===== src/rtl/l2_port_arbiter_pkg.sv =====
// cacheLinePackage: MESI line state, L2 request kinds and L2 port arbiter FSM states
package cacheLinePackage;
  typedef enum logic [1:0] {INVALID = 2'd0, SHARED = 2'd1, EXCLUSIVE = 2'd2, MODIFIED = 2'd3} CacheState;
  typedef enum logic [1:0] {FETCH_RD = 2'd0, FETCH_WR = 2'd1, EVICT = 2'd2} l2_req_kind_t;
  typedef enum logic [1:0] {IDLE = 2'd0, ISSUE = 2'd1, WAIT = 2'd2, RESPOND = 2'd3} l2_arb_state_t;
endpackage


===== src/rtl/l2_port_arbiter_rr_priority_select.sv =====
// rr_priority_select: combinational round-robin picker, first set request at or after ptr with wrap
module rr_priority_select #(
  parameter int N = 2,
  parameter int IW = (N > 1) ? $clog2(N) : 1
) (
  input  logic [N-1:0]  req,
  input  logic [IW-1:0] ptr,
  output logic [IW-1:0] grant,
  output logic          any_valid
);
  logic [N-1:0] rot;
  assign rot = N'({req, req} >> ptr);
  always_comb begin
    grant = '0;
    any_valid = 1'b0;
    for (int i = N - 1; i >= 0; i--)
      if (rot[i]) begin
        grant = IW'((int'(ptr) + i) % N);
        any_valid = 1'b1;
      end
  end
endmodule


===== src/rtl/l2_port_arbiter.sv =====
// l2_port_arbiter: round-robin share of the single L2 request port among NUM_REQ L1 controllers
module l2_port_arbiter
  import cacheLinePackage::*;
#(
  parameter int NUM_REQ = 2,
  parameter int TIMEOUT = 64
) (
  input  logic                      clk,
  input  logic                      reset,
  input  logic [NUM_REQ-1:0]        req_valid,
  input  l2_req_kind_t [NUM_REQ-1:0] req_kind,
  input  logic [NUM_REQ-1:0][31:0]  req_addr,
  input  logic [NUM_REQ-1:0][127:0] req_wdata,
  input  CacheState [NUM_REQ-1:0]   req_mesi,
  output logic [NUM_REQ-1:0]        req_ready,
  output logic [NUM_REQ-1:0]        resp_valid,
  output logic                      resp_hit,
  output logic                      resp_err,
  output logic [127:0]              resp_data,
  output logic                      l2_read,
  output logic                      l2_write,
  output logic                      l2_read_from_L2,
  output logic                      l2_write_to_L2,
  output logic [31:0]               l2_addr,
  output logic [127:0]              l2_data_in,
  output CacheState                 l2_newMESI,
  input  logic [127:0]              l2_data_out,
  input  logic                      l2_hit,
  input  logic                      l2_done,
  output logic                      busy
);
  localparam int IW = (NUM_REQ > 1) ? $clog2(NUM_REQ) : 1;
  localparam int CW = $clog2(TIMEOUT) + 1;
  l2_arb_state_t state;
  logic [IW-1:0] rr_ptr, gnt, pick;
  logic any;
  l2_req_kind_t h_kind;
  logic [31:0] h_addr;
  logic [127:0] h_wdata, r_data;
  CacheState h_mesi;
  logic [CW-1:0] cnt;
  logic r_hit, r_err, drive_l2;
  rr_priority_select #(.N(NUM_REQ), .IW(IW)) u_sel (
    .req(req_valid),
    .ptr(rr_ptr),
    .grant(pick),
    .any_valid(any)
  );
  always_ff @(posedge clk) begin
    if (reset) begin
      state <= IDLE;
      rr_ptr <= '0;
      gnt <= '0;
      cnt <= '0;
      h_kind <= FETCH_RD;
      h_addr <= '0;
      h_wdata <= '0;
      h_mesi <= INVALID;
      r_hit <= 1'b0;
      r_err <= 1'b0;
      r_data <= '0;
    end else begin
      case (state)
        IDLE: if (any) begin
          state <= ISSUE;
          gnt <= pick;
          rr_ptr <= (pick == IW'(NUM_REQ - 1)) ? '0 : pick + 1'b1;
          h_kind <= req_kind[pick];
          h_addr <= req_addr[pick];
          h_wdata <= req_wdata[pick];
          h_mesi <= req_mesi[pick];
        end
        ISSUE: begin
          cnt <= '0;
          state <= WAIT;
        end
        // l2_done takes priority over a timeout landing in the same cycle
        WAIT: if (l2_done) begin
          state <= RESPOND;
          r_hit <= l2_hit && h_kind != EVICT;
          r_data <= (h_kind == EVICT) ? '0 : l2_data_out;
          r_err <= 1'b0;
        end else if (cnt == CW'(TIMEOUT - 1)) begin
          state <= RESPOND;
          r_hit <= 1'b0;
          r_data <= '0;
          r_err <= 1'b1;
        end else cnt <= cnt + 1'b1;
        default: state <= IDLE;
      endcase
    end
  end
  assign drive_l2 = state == ISSUE || state == WAIT;
  assign req_ready = (state == IDLE && any && !reset) ? NUM_REQ'(1) << pick : '0;
  assign resp_valid = (state == RESPOND) ? NUM_REQ'(1) << gnt : '0;
  assign resp_hit = state == RESPOND && r_hit;
  assign resp_err = state == RESPOND && r_err;
  assign resp_data = (state == RESPOND) ? r_data : '0;
  assign l2_read = state == ISSUE && h_kind == FETCH_RD;
  assign l2_write = state == ISSUE && h_kind == FETCH_WR;
  assign l2_read_from_L2 = state == ISSUE && h_kind != EVICT;
  assign l2_write_to_L2 = state == ISSUE && h_kind == EVICT;
  assign l2_addr = drive_l2 ? h_addr : '0;
  assign l2_data_in = drive_l2 ? h_wdata : '0;
  assign l2_newMESI = drive_l2 ? h_mesi : INVALID;
  assign busy = state != IDLE;
endmodule


===== config.mk =====
export PLATFORM = sky130hd
export DESIGN_NAME = l2_port_arbiter
export DESIGN_NICKNAME = d
export VERILOG_FILES = /design/src/rtl/l2_port_arbiter_pkg.sv /design/src/rtl/l2_port_arbiter_rr_priority_select.sv /design/src/rtl/l2_port_arbiter.sv
export SDC_FILE = /design/constraint.sdc
export NUM_CORES = 1
export LEC_CHECK = 0
export ABC_AREA = 1
export ABC_CLOCK_PERIOD_IN_PS = 3400
export CAP_MARGIN = 20
export CORE_AREA = 2 2 294 296
export DETAILED_ROUTE_END_ITERATION = 16
export DIE_AREA = 0 0 296 298
export GPL_TIMING_DRIVEN = 1
export PLACE_DENSITY = 0.41
export SYNTH_ARGS = -nofsm -noshare
export SYNTH_HDL_FRONTEND = slang
export SYNTH_HIERARCHICAL = 1
export SYNTH_SLANG_ARGS = --single-unit

===== constraint.sdc =====
create_clock -name clk -period 3.4 [get_ports clk]
set_clock_uncertainty 0.15 [all_clocks]
set_input_delay 0.68 -clock clk [delete_from_list [all_inputs] [get_ports clk]]
set_output_delay 0.68 -clock clk [all_outputs]
set_load 0.01 [all_outputs]

==> results.yml <==
timing:
  fmax_mhz: 302
  finalHoldWorstSlack_ns: 0.213
  hold_viol_final: 0
  setup_tns_ns: 0
  finalCritPeriodShare_pct: 97.3
  timing.slew.headroom_pct: 17.9
  tightest_slew_ns: 1.23
  period_needed_ns: 3.31
  drv_slew: 0
  rsz0062_at_grt: "yes"
  setup_viol_count_final: 0
grt:
  antenna_found_initial: 30
  grt_max_degree: 195
  first_global_vias: 16900
  grt_use_total_pct: 16.8
  grt_first_pass_wirelength_um: 111000
  gr-total-overflow: 0
setup_path:
  critical-path-max-stage-delay_ns: 0.55
  reg2reg_depth: 7
  start_kind: "register"
  worstPathArrival_ns: 2.48
  critPathCaptureType: "primary output"
  crit_type: "reg -> out"
  cp_slowest_cell: "clkdlybuf4s50_1"
  cp_cell_sequence: "inv_1, ha_4, buf_6, buf_4, nand2_1, inv_1, clkdlybuf4s50_1"
  crit_top_cell: "inv_1"
  critPathRequiredTime_ns: 2.57
  crit_fanout: 15
die:
  rows: 107
  ios: 763
  die_w_um: 296
  start_util_pct: 16.6
  core_um2: 84900
  dieArea_um2: 88200
  die_h_um: 298
final_layout:
  nets: 3256
  fin_area_um2: 24500
  final_common_cell: "nand2_1"
  finalNonFillerCells: 3975
  area_growth_pct: 73.1
  layout-drive-gt1-share_pct: 4.44
  final_cell_mix: "nand2_1 (736), clkdlybuf4s50_1 (730), inv_1 (309), dfxtp_1 (303), nand3_1 (162)"
power_and_ir_drop:
  p_clk_share_pct: 28.1
  power_density_nw_per_um2: 630
  p_leak_nw: 10.9
  ir_worst_vdd_uv: 684
  p_sw_mw: 5.87
  p_int_mw: 9.56
  switching_share_pct: 38.0
  seqPwrFrac_pct: 30.9
  p_total_mw: 15.4
  combPwrFrac_pct: 41.0
synth:
  synthesis.nets: 2572
  synth.avg_cell_area_um2: 6.72
  synth_cells: 2104
  ys_warn_count: 6
  synth_top_area_cell: "dfxtp_1"
  yosysSeqAreaShare_pct: 43.2
  ys_ff_latch: 305
  synth_area_leaders: "dfxtp_1 (43%), nand2_1 (20%), inv_1 (8.2%)"
  synth_area_um2: 14100
  netlist.area_leader.share_pct: 43.2
  ys_types: 28
drt:
  drc: 0
  num_vias: 16600
  drt-wirelength-per-cell_um: 19.6
  ant_nets: 0
  routed_wl_um: 77800
  drt_iter0_markers: 851
  via_per_inst: 4.18
  first_pass_iters: 7
clock_network:
  cts_tree: "done"
  clock-sinks: 305
  clk_pin_slew_ns: 0.06
  numCtsBuffers: 41
  clockBufferDepth: 3
  cts-root-buf: "clkbuf_16"
  cts_hold_buf: 0
  h-tree-depth: 2
  clock_latency_ns: 0.55
job:
  drv_cap: 0
place:
  io_buffers: 762
  place_inst: 3884
  place_area_um2: 23000
  gp_congestion: 0.847
  hpwl_um: 56400
outcome:
  outcome: "complete, no violations"
min_path:
  worstHoldPathCells: 2
  hold_path_class: "in -> reg"
## path summary, 6_finish.rpt
path                                       startpoint                 endpoint  slack (ns)
worst max-delay path            state[1]$_SDFFE_PP0P_            l2_data_in[0]        0.09
worst min-delay path                            reset    state[1]$_SDFFE_PP0P_        0.21
worst max register to register  state[0]$_SDFFE_PP0P_  r_data[78]$_SDFFE_PP0P_        1.07
worst min register to register     r_err$_SDFFE_PP0P_       r_err$_SDFFE_PP0P_        0.30
## through the flow
step           utilization (%)  worst slack, ns
2_1_floorplan                -            0.998
3_3_place_gp              27.0            0.177
3_5_place_dp              27.0            0.224
4_1_cts                   28.7          0.00442
5_1_grt                   28.8          -0.0447
6_report                  28.8           0.0903
## cell families after synthesis
| family | share of synthesized area (%) |
|---|---|
| AND/OR/NAND/NOR | 26.2 |
| buffers and inverters | 13.8 |
| AO/OA/AOI/OAI | 16.2 |
| flip-flops | 43.2 |
| adder cells (fa/ha/maj) | 0.531 |
| XOR/XNOR | 0.0620 |
## critical path: cells and delay by family (launching register included)
family        cells  cell delay [ns]
flops             1             0.38
buf+inv           5             1.17
simple gates      1             0.07
fa+ha+maj         1             0.30
## cell usage after synthesis (all sizes together)
master	number
clkinv	1
xnor2	1
ha	6
a31oi	57
a21oi	139
or2	2
dfxtp	305
nand4	1
o21bai	1
a22oi	97
nor2	17
o21ai	99
nor3b	1
buf	91
a21boi	1
nand3	163
nand2	739
clkbuf	71
inv	310
nor3	2
## flip-flops by register name (all words and copies together) (netlist names)
register / flops
r_err: 1
state: 2
gnt: 1
h_mesi: 2
r_hit: 1
h_wdata: 128
h_addr: 32
rr_ptr: 1
r_data: 128
h_kind: 2
cnt: 7
## power groups by stage
| stage | Combinational (mW) | Clock (mW) | Sequential [mW] |
|---|---|---|---|
| after floorplan | 2.97 | 0 | 4.67 |
| after global placement | 6.03 | 0 | 4.81 |
| after detailed placement | 6.05 | 0 | 4.81 |
| after CTS | 6.44 | 4.52 | 4.76 |
| after global routing | 6.96 | 4.65 | 4.85 |
| final | 6.32 | 4.33 | 4.77 |
## what timing repair did
action | 4_1_cts | 5_1_grt
buffers inserted | 2 | 0
pin swaps | 1 | 0
gates cloned | 2 | 1
setup endpoints to repair | 171 | 93
gates resized for setup | 20 | 13
## layout make-up
cell class	count	area, um2
inverter	311	1170
multi-input combinational	1326	6140
timing repair buffer	803	8240
clock buffer	63	1240
fill	9397	60400
antenna	13	32.5
sequential	305	6110
tap	1144	1430
clock inverter	10	87.6
## routing by layer
layer,wire (um),track usage [%]
met5,121,0
met4,2550,6.25
met3,8420,7.07
met2,36600,27.8
met1,30100,19.2
Power figures use the tool's default switching activity.
